===== src/rtl/instr_ram_prefetch_pkg.sv =====
// Shared types and constants for the instruction RAM prefetcher.
// The fetch entry struct depends on ADDR_WIDTH, so it is declared inside the top module.
package instr_fetch_pkg;

    localparam int         INSTR_WIDTH = 32;
    localparam logic [3:0] MEM_BE_ALL  = 4'hF;

    typedef enum logic {
        IDLE,
        FETCH
    } fetch_state_t;

    // Byte address of the word that follows a, wrapping at the top of the address space.
    function automatic logic [31:0] next_word_addr(input logic [31:0] a);
        return a + 32'd4;
    endfunction

endpackage


===== src/rtl/instr_ram_prefetch_if.sv =====
// Bundle of fetch-side handshake and RAM port signals.
// The master modport is the prefetcher; the slave modport is the core plus RAM.
interface instr_ram_prefetch_if #(
    parameter int ADDR_WIDTH = 17
);
    import instr_fetch_pkg::*;

    logic                   branch_i;
    logic [ADDR_WIDTH-1:0]  branch_addr_i;
    logic                   fetch_valid_o;
    logic                   fetch_ready_i;
    logic [INSTR_WIDTH-1:0] fetch_rdata_o;
    logic [ADDR_WIDTH-1:0]  fetch_addr_o;
    logic                   busy_o;
    logic                   mem_en_o;
    logic [ADDR_WIDTH-1:0]  mem_addr_o;
    logic [INSTR_WIDTH-1:0] mem_wdata_o;
    logic                   mem_we_o;
    logic [3:0]             mem_be_o;
    logic [INSTR_WIDTH-1:0] mem_rdata_i;

    modport master (
        input  branch_i, branch_addr_i, fetch_ready_i, mem_rdata_i,
        output fetch_valid_o, fetch_rdata_o, fetch_addr_o, busy_o,
               mem_en_o, mem_addr_o, mem_wdata_o, mem_we_o, mem_be_o
    );

    modport slave (
        output branch_i, branch_addr_i, fetch_ready_i, mem_rdata_i,
        input  fetch_valid_o, fetch_rdata_o, fetch_addr_o, busy_o,
               mem_en_o, mem_addr_o, mem_wdata_o, mem_we_o, mem_be_o
    );

endinterface


===== src/rtl/instr_ram_prefetch_fifo.sv =====
// fetch_fifo: small synchronous FIFO with flush; head word shown combinationally from storage.
// Latency: push visible at the head one cycle later; no backpressure, caller must never push when full.
module fetch_fifo #(
    parameter int DEPTH = 4,
    parameter int WIDTH = 49
) (
    input  logic                     clk,
    input  logic                     rst_n,
    input  logic                     flush_i,
    input  logic                     push_i,
    input  logic [WIDTH-1:0]         data_i,
    input  logic                     pop_i,
    output logic [WIDTH-1:0]         data_o,
    output logic                     empty_o,
    output logic                     full_o,
    output logic [$clog2(DEPTH):0]   count_o
);

    localparam int PW = $clog2(DEPTH);

    logic [WIDTH-1:0] r_mem [DEPTH];
    logic [PW-1:0]    r_wr_ptr;
    logic [PW-1:0]    r_rd_ptr;
    logic [PW:0]      r_count;
    logic             w_push;
    logic             w_pop;

    assign empty_o = (r_count == '0);
    assign full_o  = (r_count == (PW+1)'(DEPTH));
    assign count_o = r_count;
    assign data_o  = r_mem[r_rd_ptr];

    // Flush wins over both push and pop so a branch leaves the FIFO truly empty.
    assign w_push = push_i & ~flush_i;
    assign w_pop  = pop_i & ~empty_o & ~flush_i;

    always_ff @(posedge clk or negedge rst_n) begin
        if (!rst_n) begin
            r_wr_ptr <= '0;
            r_rd_ptr <= '0;
            r_count  <= '0;
            for (int i = 0; i < DEPTH; i++) begin
                r_mem[i] <= '0;
            end
        end else if (flush_i) begin
            r_wr_ptr <= '0;
            r_rd_ptr <= '0;
            r_count  <= '0;
        end else begin
            if (w_push) begin
                r_mem[r_wr_ptr] <= data_i;
                r_wr_ptr        <= r_wr_ptr + PW'(1);
            end
            if (w_pop) begin
                r_rd_ptr <= r_rd_ptr + PW'(1);
            end
            r_count <= r_count + (PW+1)'(w_push) - (PW+1)'(w_pop);
        end
    end

    a_no_overflow: assert property (@(posedge clk) disable iff (!rst_n)
        w_push |-> !full_o);

endmodule


===== src/rtl/instr_ram_prefetch.sv =====
// Sequential instruction prefetcher: issues word reads from a PC into a small FIFO, restarts on branch.
// Latency: branch -> valid two cycles later; requests throttle so FIFO plus in-flight read never exceeds depth.
module instr_ram_prefetch
    import instr_fetch_pkg::*;
#(
    parameter int ADDR_WIDTH = 17,
    parameter int FIFO_DEPTH = 4
) (
    input  logic                 clk,
    input  logic                 rst_n,
    instr_ram_prefetch_if.master bus
);

    localparam int CW = $clog2(FIFO_DEPTH) + 1;

    typedef struct packed {
        logic [INSTR_WIDTH-1:0] rdata;
        logic [ADDR_WIDTH-1:0]  addr;
    } fetch_entry_t;

    localparam int EW = $bits(fetch_entry_t);

    fetch_state_t          r_state;
    logic                  r_busy;
    logic [ADDR_WIDTH-1:0] r_pc;
    logic [ADDR_WIDTH-1:0] r_req_addr;
    logic                  r_inflight;

    logic [ADDR_WIDTH-1:0] w_branch_addr;
    logic [ADDR_WIDTH-1:0] w_req_addr;
    logic [ADDR_WIDTH-1:0] w_next_pc;
    logic [CW-1:0]         w_count;
    logic [CW-1:0]         w_occ;
    logic                  w_empty;
    logic                  w_full;
    logic                  w_valid;
    logic                  w_pop;
    logic                  w_push;
    logic                  w_req;
    fetch_entry_t          w_push_entry;
    fetch_entry_t          w_head;
    logic [EW-1:0]         w_fifo_din;
    logic [EW-1:0]         w_fifo_dout;
    logic                  w_unused_ok;

    assign w_branch_addr = {bus.branch_addr_i[ADDR_WIDTH-1:2], 2'b00};
    assign w_req_addr    = bus.branch_i ? w_branch_addr : r_pc;
    assign w_next_pc     = ADDR_WIDTH'(next_word_addr(32'(w_req_addr)));

    // A branch masks valid, so a coincident ready never pops a stale word.
    assign w_valid = ~w_empty & ~bus.branch_i;
    assign w_pop   = w_valid & bus.fetch_ready_i;

    // The response landing in a branch cycle belongs to the old stream and is dropped.
    assign w_push = r_inflight & ~bus.branch_i;
    assign w_occ  = w_count + CW'(r_inflight);

    always_comb begin
        w_req = 1'b0;
        if (bus.branch_i) begin
            w_req = 1'b1;
        end else if (r_state == FETCH) begin
            w_req = (w_occ < CW'(FIFO_DEPTH)) ||
                    ((w_occ == CW'(FIFO_DEPTH)) && w_pop);
        end
    end

    always_ff @(posedge clk or negedge rst_n) begin
        if (!rst_n) begin
            r_state    <= IDLE;
            r_busy     <= 1'b0;
            r_pc       <= '0;
            r_req_addr <= '0;
            r_inflight <= 1'b0;
        end else begin
            case (r_state)
                IDLE: begin
                    if (bus.branch_i) begin
                        r_state <= FETCH;
                        r_busy  <= 1'b1;
                    end
                end
                FETCH: begin
                    r_state <= FETCH;
                    r_busy  <= 1'b1;
                end
                default: begin
                    r_state <= IDLE;
                    r_busy  <= 1'b0;
                end
            endcase
            r_inflight <= w_req;
            if (w_req) begin
                r_pc       <= w_next_pc;
                r_req_addr <= w_req_addr;
            end
        end
    end

    assign w_push_entry = '{rdata: bus.mem_rdata_i, addr: r_req_addr};
    assign w_fifo_din   = w_push_entry;
    assign w_head       = fetch_entry_t'(w_fifo_dout);

    fetch_fifo #(
        .DEPTH (FIFO_DEPTH),
        .WIDTH (EW)
    ) u_fifo (
        .clk     (clk),
        .rst_n   (rst_n),
        .flush_i (bus.branch_i),
        .push_i  (w_push),
        .data_i  (w_fifo_din),
        .pop_i   (w_pop),
        .data_o  (w_fifo_dout),
        .empty_o (w_empty),
        .full_o  (w_full),
        .count_o (w_count)
    );

    assign bus.fetch_valid_o = w_valid;
    assign bus.fetch_rdata_o = w_head.rdata;
    assign bus.fetch_addr_o  = w_head.addr;
    assign bus.busy_o        = r_busy;

    assign bus.mem_en_o    = w_req;
    assign bus.mem_addr_o  = w_req_addr;
    assign bus.mem_wdata_o = '0;
    assign bus.mem_we_o    = 1'b0;
    assign bus.mem_be_o    = MEM_BE_ALL;

    assign w_unused_ok = ^{w_full, bus.branch_addr_i[1:0]};

endmodule


===== src/flat_wrapper.sv =====
// flat-port wrapper written by rule: the top's interface ports become plain ports
module instr_ram_prefetch_flat import instr_fetch_pkg::*;
#(
    parameter int ADDR_WIDTH = 17,
    parameter int FIFO_DEPTH = 4
)
  (clk, rst_n, bus_branch_i, bus_branch_addr_i, bus_fetch_ready_i, bus_mem_rdata_i, bus_fetch_valid_o, bus_fetch_rdata_o, bus_fetch_addr_o, bus_busy_o, bus_mem_en_o, bus_mem_addr_o, bus_mem_wdata_o, bus_mem_we_o, bus_mem_be_o);
  instr_ram_prefetch_if #(.ADDR_WIDTH(ADDR_WIDTH)) bus_i ();
  input  logic clk;
  input  logic rst_n;
  input wire logic [$bits(bus_i.branch_i)-1:0] bus_branch_i;
  input wire logic [$bits(bus_i.branch_addr_i)-1:0] bus_branch_addr_i;
  input wire logic [$bits(bus_i.fetch_ready_i)-1:0] bus_fetch_ready_i;
  input wire logic [$bits(bus_i.mem_rdata_i)-1:0] bus_mem_rdata_i;
  output wire logic [$bits(bus_i.fetch_valid_o)-1:0] bus_fetch_valid_o;
  output wire logic [$bits(bus_i.fetch_rdata_o)-1:0] bus_fetch_rdata_o;
  output wire logic [$bits(bus_i.fetch_addr_o)-1:0] bus_fetch_addr_o;
  output wire logic [$bits(bus_i.busy_o)-1:0] bus_busy_o;
  output wire logic [$bits(bus_i.mem_en_o)-1:0] bus_mem_en_o;
  output wire logic [$bits(bus_i.mem_addr_o)-1:0] bus_mem_addr_o;
  output wire logic [$bits(bus_i.mem_wdata_o)-1:0] bus_mem_wdata_o;
  output wire logic [$bits(bus_i.mem_we_o)-1:0] bus_mem_we_o;
  output wire logic [$bits(bus_i.mem_be_o)-1:0] bus_mem_be_o;
  assign bus_i.branch_i = bus_branch_i;
  assign bus_i.branch_addr_i = bus_branch_addr_i;
  assign bus_i.fetch_ready_i = bus_fetch_ready_i;
  assign bus_i.mem_rdata_i = bus_mem_rdata_i;
  assign bus_fetch_valid_o = bus_i.fetch_valid_o;
  assign bus_fetch_rdata_o = bus_i.fetch_rdata_o;
  assign bus_fetch_addr_o = bus_i.fetch_addr_o;
  assign bus_busy_o = bus_i.busy_o;
  assign bus_mem_en_o = bus_i.mem_en_o;
  assign bus_mem_addr_o = bus_i.mem_addr_o;
  assign bus_mem_wdata_o = bus_i.mem_wdata_o;
  assign bus_mem_we_o = bus_i.mem_we_o;
  assign bus_mem_be_o = bus_i.mem_be_o;
  instr_ram_prefetch #(.ADDR_WIDTH(ADDR_WIDTH), .FIFO_DEPTH(FIFO_DEPTH)) u_core (.clk(clk), .rst_n(rst_n), .bus(bus_i));
endmodule

===== config.mk =====
export PLATFORM = sky130hd
export DESIGN_NAME = instr_ram_prefetch_flat
export DESIGN_NICKNAME = d
export VERILOG_FILES = /design/src/rtl/instr_ram_prefetch_pkg.sv /design/src/rtl/instr_ram_prefetch_if.sv /design/src/rtl/instr_ram_prefetch_fifo.sv /design/src/rtl/instr_ram_prefetch.sv /design/src/flat_wrapper.sv
export SDC_FILE = /design/constraint.sdc
export NUM_CORES = 1
export LEC_CHECK = 0
export BUFFER_PORTS_ARGS = -buffer_cell sky130_fd_sc_hd__buf_2
export CORE_MARGIN = 2
export CORE_UTILIZATION = 64
export CTS_BUF_LIST = sky130_fd_sc_hd__clkbuf_4 sky130_fd_sc_hd__clkbuf_8
export DETAILED_ROUTE_END_ITERATION = 12
export PLACE_DENSITY = 0.88
export RECOVER_POWER = 50
export SLEW_MARGIN = 40
export SYNTH_ARGS = -nofsm -noshare
export SYNTH_HDL_FRONTEND = slang
export SYNTH_SLANG_ARGS = --single-unit
export TNS_END_PERCENT = 10

===== constraint.sdc =====
create_clock -name clk -period 3.9 [get_ports clk]
set_clock_uncertainty 0.05 [all_clocks]
set_input_delay 0.195 -clock clk [delete_from_list [all_inputs] [get_ports clk]]
set_output_delay 0.195 -clock clk [all_outputs]
set_load 0.05 [all_outputs]

After elaboration in Yosys (flattened, before gate mapping)
Index checks and enable logic that the tools add are counted.
{ "classes": {"add_sub_neg": 6, "magnitude_cmp": 4, "eq_ne": 2, "muxes": 18, "bitwise_logic": 11, "n_reduce_logical": 7} }
{ "ops": {"columns": ["op", "count"], "rows": [
  ["196-bit bitwise mux", 1],
  ["49-bit two-way mux", 3],
  ["49-bit binary-select mux with 2-bit select", 1],
  ["49-bit demux with 2-bit select", 1],
  ["17-bit by 3-bit adder with 17-bit output, second input constant", 1],
  ["17-bit two-way mux", 1],
  ["2-bit two-way mux", 4],
  ["3-bit by 1-bit adder with 3-bit output", 2],
  ["1-bit AND", 6],
  ["3-bit >= comparator, second input constant", 2],
  ["2-bit inverter with 3-bit output", 2],
  ["2-bit by 1-bit adder with 2-bit output, second input constant", 2],
  ["1-bit two-way mux", 4],
  ["1-bit case mux with 2 select lines", 2],
  ["2-bit nonzero test", 2],
  ["3-bit == test, second input constant", 1],
  ["3-bit zero test", 1],
  ["3-bit by 1-bit < comparator with 1-bit output, second input constant", 1],
  ["3-bit < comparator, second input constant", 1],
  ["3-bit two-way mux", 1],
  ["1-bit inverter", 3],
  ["3-bit by 1-bit subtractor with 3-bit output", 1],
  ["1-bit logical AND", 2],
  ["2-bit != test, second input constant", 1],
  ["other kinds (2)", 2]
]} }
{ "totals": {"ff_bits": 240, "input_bits": 53, "out_inout_bits": 106, "wordCells": 60} }

Logic depth before layout (Yosys ltp)
Gate-level depths: netlist (run 1).
{ "logic_depth": {"word_depth": 8, "ltp_mapped": 12, "mapped_depth_nobuf": 9} }

By module
From an unflattened synthesis (run 1), not the netlist that was laid out.
{ "hier_totals": {"cells_unflattened": 739, "hier_area_um2": 11352.1} }
{ "by_module_without_submodules": {"columns": ["module", "n_inst", "cells_per_inst", "area_per_inst_um2", "seq_area_each_um2"], "rows": [
  ["fetch_fifo", 1, 518, 9116.2, 5079.9],
  ["instr_ram_prefetch", 1, 221, 2235.9, 875.8]
]} }

Least setup slack after synthesis (run 1)
No wires, ideal clock.
{ "synth_path": {"kind": "in2reg", "start": "input bus_branch_i", "end": "register u_core.r_pc[16]", "setup_ns": 0.095, "arrival_ns": 2.203, "required_ns": 3.755, "path_slack_ns": 1.551, "stages": 9, "path_buffers": 3, "path_cell_list": "buf_6 > buf_6 > buf_2 > mux2_2 > ha_1 > a21boi_1 > nand2_1 > o31a_1 > o31ai_1"} }
{ "synth_between": {"word_cells_on_any_way": 9, "classes_between": "1 x add/sub; 3 x mux; 3 x bitwise; 2 x reduce/logical"} }
{ "synth_lines": {"columns": ["element", "line", "source"], "rows": [
  ["start, declared", "flat_wrapper.sv:11", "input wire logic [$bits(bus_i.branch_i)-1:0] bus_branch_i;"],
  ["17-bit two-way mux", "instr_ram_prefetch.sv:47", "assign w_req_addr = bus.branch_i ? w_branch_addr : r_pc;"],
  ["named net bus_mem_addr_o[3]", "flat_wrapper.sv:20", "output wire logic [$bits(bus_i.mem_addr_o)-1:0] bus_mem_addr_o;"],
  ["17-bit by 3-bit adder with 17-bit output", "instr_ram_prefetch_pkg.sv:15", "return a + 32'd4;"],
  ["end signal, assigned", "instr_ram_prefetch.sv:94", "r_pc <= w_next_pc;"],
  ["end, declared", "instr_ram_prefetch.sv:25", "logic [ADDR_WIDTH-1:0] r_pc;"]
]} }
The timed path passes the listed nets, and every way through them passes these cells.
A chain may end at the register's enable or synchronous reset.

Worst setup path in the final report (run 1)
{ "layout_path": {"start": "register u_core.u_fifo.r_count[0], in the netlist u_core.u_fifo.count_o[0]", "end": "output bus_mem_en_o"} }
{ "layout_between": {"elab_chain_cells": 8, "word_cells_on_any_way": 11, "classes_between": "1 x add/sub; 1 x order compare; 1 x eq/ne; 2 x mux; 3 x bitwise; 3 x reduce/logical"} }
{ "layout_lines": {"columns": ["element", "line", "source"], "rows": [
  ["start, declared", "instr_ram_prefetch_fifo.sv:24", "logic [PW:0] r_count;"],
  ["start signal, assigned", "instr_ram_prefetch_fifo.sv:57", "r_count <= r_count + (PW+1)'(w_push) - (PW+1)'(w_pop);"],
  ["branches (longest 5 deep; another with 3-bit by 1-bit adder with 3-bit output)", null, null],
  ["1-bit logical OR (*)", "instr_ram_prefetch.sv:63", "w_req = (w_occ < CW'(FIFO_DEPTH)) ||"],
  ["1-bit two-way mux (*)", "instr_ram_prefetch.sv:62", "end else if (r_state == FETCH) begin"],
  ["1-bit two-way mux (*)", "instr_ram_prefetch.sv:60", "if (bus.branch_i) begin"],
  ["end, declared", "flat_wrapper.sv:19", "output wire logic [$bits(bus_i.mem_en_o)-1:0] bus_mem_en_o;"]
]} }
Every way passes the cells marked *.

==> impl_metrics.json, run 1 <==
{
  "cts_buffers": 39,
  "portBuffers": 119,
  "maxCapViolations": 1,
  "die_area_um2": 18100,
  "hold_class": "in2reg",
  "synth_warnings": 0,
  "std_cell_rows": 47,
  "drc": 0,
  "p_per_area_nw_per_um2": 915,
  "dp_hpwl_um": 15100,
  "period_share_pct": 82.0,
  "combPwrFrac_pct": 43.3,
  "pwr-share-seq_pct": 37.6,
  "endpoint_kind": "output pin",
  "first_pass_iters": 4,
  "crit_top_cell": "ha_1",
  "synth.largest_area_cell": "dfrtp_1",
  "syn_inst": 740,
  "grt_pass1_wl_um": 37900,
  "synth.top_cell.area_share_pct": 54.7,
  "synth_edf_count": 0,
  "clock_latency_ns": 0.53,
  "final_common_cell": "dfrtp_1",
  "wl_per_cell_um": 20.3,
  "worstSetupStartpointType": "register",
  "crit_family": "buffers and inverters",
  "synth_area_um2": 10900,
  "drive_gt1_share_pct": 48.2,
  "track_usage_pct": 26.9,
  "num_io_pins": 159,
  "rsz0062_at_grt": "false",
  "nets": 971,
  "path_cells": "ha_1 -> ha_1 -> o31ai_1 -> a21oi_4 -> inv_2 -> buf_2",
  "dp.cells": 1046,
  "internal-power_uw": 7010,
  "cts_tree": "done",
  "coreArea_um2": 16600,
  "cp.arrival_ns": 2.95,
  "routed_wl_um": 23400,
  "ys_seq_elements": 238,
  "initial_utilization_pct": 65.7,
  "fin_cells": 1155,
  "vdd.ir_drop.worst_mv": 0.572,
  "antenna_cells": 0,
  "synth_cell_types": 42,
  "grt_pass1_vias": 7416,
  "path_clk_slew_ns": 0.06,
  "antenna_left": 0,
  "clkPwrFrac_pct": 19.1,
  "swShare_pct": 40.1,
  "slew_viol_final": 43,
  "finalHoldViolations": 0,
  "die_x_um": 134,
  "cts_num_sinks": 238,
  "final_cell_mix": "dfrtp_1, mux2_2, buf_2, clkbuf_8, mux4_2",
  "postLayoutCellArea_um2": 12800,
  "period_minus_slack_ns": 3.20,
  "async_flop_share_pct": 100,
  "placed_area_um2": 11600,
  "pre_cts_ws_ns": 1.24,
  "violations": "max-capacitance violations, max-slew violations",
  "setup_viol": 0,
  "ys_top_cells_by_area": "dfrtp_1, mux2_2, mux4_2",
  "h-tree-depth": 2,
  "worst_ep_required_time_ns": 3.65,
  "antenna_found_initial": 0,
  "areaGrowthSynthToFinish_pct": 17.6,
  "run_status": "complete, but fails checks",
  "worstPathMaxFanout": 34,
  "viasPerCell": 5.74,
  "vias": 6627,
  "setup_tns_ns": 0,
  "grt_max_degree": 123,
  "relSlewSlack_pct": -58.4,
  "drtIter0Drc": 298,
  "crit_buf_inv": 2,
  "p_switching_uw": 4700,
  "criticalPathCategory": "reg2out",
  "gp_congestion": 0.869,
  "gr-total-overflow": 0,
  "post_cts_resize_count": 0,
  "slowest_stage": "o31ai_1",
  "die_height_um": 134,
  "synth_area_per_cell_um2": 14.7,
  "fin_ws_ns": 0.701,
  "cpPeakStageDelay_ns": 0.47,
  "worst_slew_pin_slew_ns": 2.38,
  "seq_area_frac_synth_pct": 54.7,
  "max_freq_ghz": 0.313,
  "cts_root_buf": "clkbuf_8",
  "clock_path_buffers": 3,
  "p_leak_uw": 0.00577,
  "synthFlopType": "dfrtp_1"
}
worst min-delay path: stages:
cell and delay (ns):
buf_2 0.10, mux2i_1 0.13, a21oi_1 0.14
cell usage after synthesis, types with 2 or more instances:
master and count:
a21oi_1 24, nand3_1 5, conb_1 2, inv_1 18, mux4_2 49, xnor2_1 13, buf_4 39, nor2b_1 5
buf_6 2, nand2_1 16, nor2_1 35, buf_2 19, buf_1 4, o31ai_1 3, mux2_2 200, nand4_1 3
ha_1 9, clkbuf_1 16, nand4b_1 2, dfrtp_1 238, and3_1 2, o21ai_0 2, mux2i_1 12, xor2_1 4
stage by stage:
stage                     hold slack [ns]  utilization (%)  power [µW]
after floorplan                    -0.151                -        8240
after global placement              0.251             69.7        9040
after detailed placement            0.289             70.0        9480
after CTS                         0.00999             77.4       11800
after global routing               0.0373             77.3       12300
final                              0.0435             77.3       11700
final cells by class:
class / count / area (µm²)
Multi-Input combinational cell: 438 / 4510
Inverter: 19 / 71.3
Clock inverter: 4 / 26.3
Tap cell: 220 / 275
Fill cell: 980 / 3770
Timing Repair Buffer: 172 / 1170
Sequential cell: 238 / 5960
Clock buffer: 64 / 800
state kept, by name (all words and copies together), names as in the netlist:
signal / cells
u_core.bus.busy_o: 1
u_core.r_inflight: 1
u_core.r_pc: 15
u_core.r_req_addr: 17
u_core.r_state: 1
u_core.u_fifo.count_o: 3
u_core.u_fifo.r_mem: 196
u_core.u_fifo.r_rd_ptr: 2
u_core.u_fifo.r_wr_ptr: 2
per-layer routing:
layer	global-route usage, %	part of all wire, %	vias to the layer above
li1	-	-	2915
met1	32.6	39	3445
met3	4.80	4.4	51
met2	48.5	54	216
met5	0	0	-
met4	10.1	2.6	0
path summary, 6_finish.rpt:
path	from	to	slack, ns	cells past startpoint
worst min-delay path	bus_branch_addr_i[4]	u_core.r_req_addr[4]	0.04	3
min in group asynchronous	rst_n	u_core.u_fifo.r_mem[93]	0.89	2
worst max-delay path	u_core.u_fifo.count_o[0]	bus_mem_en_o	0.70	6
max in group asynchronous	rst_n	u_core.u_fifo.r_mem[62]	0.88	3
worst min register to register	u_core.bus.busy_o	u_core.bus.busy_o	0.42	1
worst max register to register	u_core.u_fifo.count_o[0]	u_core.r_pc[14]	1.19	8
logic make-up (layout without fill, tap and decap cells):
| family | Yosys count | after routing | share of synthesized area (%) |
|---|---|---|---|
| flip-flops | 238 | 238 | 54.7 |
| AND/OR/NAND/NOR | 77 | 77 | 3.45 |
| buffers and inverters | 99 | 259 | 5.11 |
| AO/OA/AOI/OAI | 35 | 35 | 2.10 |
| adder cells (fa/ha/maj) | 10 | 10 | 1.22 |
| XOR/XNOR | 17 | 17 | 1.37 |
| other | 2 | 37 | 0.0689 |
| multiplexers | 262 | 262 | 32.0 |
power by group through the flow:
stage          Combinational, µW  Clock (µW)  Sequential [µW]
2_1_floorplan               4180           0             4060
3_3_place_gp                4730           0             4310
4_1_cts                     5110        2290             4380
5_1_grt                     5360        2390             4530
6_report                    5070        2240             4400
3_5_place_dp                5060           0             4420
repair_timing:
action                    4_1_cts  5_1_grt
buffers inserted                0        0
hold endpoints to repair      254        0
hold buffers                   40        0
Power figures use the tool's default switching activity.
==> run 2, diff against run 1 <==
--- a/config.mk
+++ b/config.mk
@@ -7,10 +7,10 @@
 export LEC_CHECK = 0
 export BUFFER_PORTS_ARGS = -buffer_cell sky130_fd_sc_hd__buf_2
 export CORE_MARGIN = 2
-export CORE_UTILIZATION = 64
+export CORE_UTILIZATION = 59
 export CTS_BUF_LIST = sky130_fd_sc_hd__clkbuf_4 sky130_fd_sc_hd__clkbuf_8
 export DETAILED_ROUTE_END_ITERATION = 12
-export PLACE_DENSITY = 0.88
+export PLACE_DENSITY = 0.82
 export RECOVER_POWER = 50
 export SLEW_MARGIN = 40
 export SYNTH_ARGS = -nofsm -noshare
==> constraint.sdc (replaced) <==
create_clock -name clk -period 3.2 [get_ports clk]
set_clock_uncertainty 0.05 [all_clocks]
set_input_delay 0.16 -clock clk [delete_from_list [all_inputs] [get_ports clk]]
set_output_delay 0.16 -clock clk [all_outputs]
set_load 0.05 [all_outputs]
==> run 2 against run 1 <==
The run still ends with max-capacitance violations, max-slew violations left. Non-clock buffer count increased by 12. Worst setup slack lost 0.49 ns. Critical path depth is the same. Largest power group unchanged. Wire length is 2.0% lower.
==> impl_metrics.json, run 2 (synthesized netlist as in run 1, its figures left out) <==
{
  "vdd.ir_drop.worst_mv": 1.03,
  "track_usage_pct": 24.0,
  "violations": "max-capacitance violations, max-slew violations",
  "whs_ns": 0.0220,
  "gr-total-overflow": 0,
  "die_x_um": 140,
  "grt_pass1_wl_um": 37400,
  "coreArea_um2": 18000,
  "cp.arrival_ns": 2.78,
  "p_leak_uw": 0.00585,
  "clock_path_buffers": 3,
  "num_io_pins": 159,
  "rsz0062_at_grt": "false",
  "maxCapViolations": 1,
  "worst_ep_required_time_ns": 2.99,
  "die_area_um2": 19600,
  "antenna_left": 0,
  "top_register": "u_core.u_fifo.r_mem",
  "period_minus_slack_ns": 2.99,
  "grt_pass1_vias": 7328,
  "cts_tree": "done",
  "fin_util_pct": 72.0,
  "nets": 983,
  "relSlewSlack_pct": -38.8,
  "cts_root_buf": "clkbuf_8",
  "cts_buffers": 39,
  "endpoint_kind": "output pin",
  "worst_slew_pin_slew_ns": 2.08,
  "path_clk_slew_ns": 0.06,
  "cts_num_sinks": 238,
  "hold_class": "in2reg",
  "antenna_found_initial": 0,
  "h-tree-depth": 2,
  "criticalPathCategory": "reg2out",
  "setup_viol": 0,
  "p_per_area_nw_per_um2": 1100,
  "period_share_pct": 93.5,
  "initial_utilization_pct": 60.4,
  "drc": 0,
  "viasPerCell": 5.63,
  "final_common_cell": "dfrtp_1",
  "final_cell_mix": "dfrtp_1, mux2_2, buf_2, clkbuf_8, mux4_2",
  "finalHoldViolations": 0,
  "largest_reg_flops": 196,
  "antenna_cells": 0,
  "drtIter0Drc": 265,
  "drive_gt1_share_pct": 48.7,
  "dp_hpwl_um": 14700,
  "vias": 6630,
  "pre_cts_ws_ns": 0.671,
  "worstPathMaxFanout": 23,
  "grt_max_degree": 113,
  "ff2ff_path_depth": 8,
  "slew_viol_final": 33,
  "fin_ws_ns": 0.210,
  "worstSetupStartpointType": "register",
  "wl_per_cell_um": 19.5,
  "gp_congestion": 0.849,
  "die_height_um": 140,
  "areaGrowthSynthToFinish_pct": 19.2,
  "routed_wl_um": 23000,
  "portBuffers": 119,
  "run_status": "complete, but fails checks",
  "first_pass_iters": 4,
  "setup_tns_ns": 0,
  "nFillCells": 1194,
  "top_regs": "u_core.u_fifo.r_mem: 196 flops, u_core.r_req_addr: 17 flops, u_core.r_pc: 15 flops",
  "min_path_cells": 3,
  "clock_latency_ns": 0.53,
  "max_freq_ghz": 0.334,
  "std_cell_rows": 49
}
-- run 2: changes by cell type in the layout (fill, tap and decap cells not counted), moves of 2 or more --
cell           change
buf_4              +7
buf_12             +2
clkbuf_4           -3
clkinv_2           +4
dlygate4sd3_1      +3
-- run 2: layout make-up --
| type | instances | area, µm² | share of cell area [%] |
|---|---|---|---|
| Multi-Input combinational cell | 438 | 4520 | 34.8 |
| Clock buffer | 61 | 777 | 5.98 |
| Tap cell | 229 | 287 | 2.21 |
| Clock inverter | 9 | 75.1 | 0.578 |
| Sequential cell | 238 | 5960 | 45.9 |
| Inverter | 19 | 71.3 | 0.549 |
| Timing Repair Buffer | 184 | 1290 | 9.97 |
-- run 2: path summary, 6_finish.rpt --
| path | from | endpoint | slack [ns] |
|---|---|---|---|
| min | bus_branch_addr_i[15] | u_core.r_req_addr[15] | 0.02 |
| max in group asynchronous | rst_n | u_core.u_fifo.r_mem[9] | 0.50 |
| min in group asynchronous | rst_n | u_core.u_fifo.r_mem[97] | 0.74 |
| min reg2reg | u_core.r_pc[16] | u_core.r_pc[16] | 0.45 |
| max | u_core.u_fifo.count_o[0] | bus_mem_en_o | 0.21 |
| max reg2reg | u_core.u_fifo.count_o[0] | u_core.r_req_addr[16] | 0.68 |
-- run 2: metrics by stage --
stage,instance area [µm²],total power (µW),std cells
2_1_floorplan,11000,10000,775
3_5_place_dp,11700,11500,1064
5_1_grt,13000,15000,1178
6_report,13000,14300,1178
4_1_cts,13000,14400,1177
3_3_place_gp,11700,11100,1064
-- run 2: power breakdown --
group | internal, µW | switching (µW)
Sequential | 4420 | 936
Clock | 1630 | 1180
Combinational | 2570 | 3560
Total | 8620 | 5680
-- run 2: what timing repair did --
action | in CTS | in global routing
hold endpoints to repair | 247 | 0
hold buffers | 43 | 0
gates resized for setup | 0 | 0
setup endpoints to repair | 0 | 0
setup buffers | 0 | 0
-- run 2: worst max-delay path, stage by stage (launching register included) --
cell and delay, ns:
dfrtp_1 0.44, ha_1 0.22, ha_1 0.27, o31ai_1 0.46, a21oi_4 0.19, inv_2 0.33, buf_2 0.34
-- run 2: per-layer routing --
metal / global-route usage [%] / part of all wire [%] / vias up
li1: - / - / 2955
met1: 29.9 / 41 / 3412
met2: 42.4 / 52 / 210
met3: 4.58 / 5.2 / 53
met4: 8.11 / 2.6 / 0
met5: 0 / 0 / -
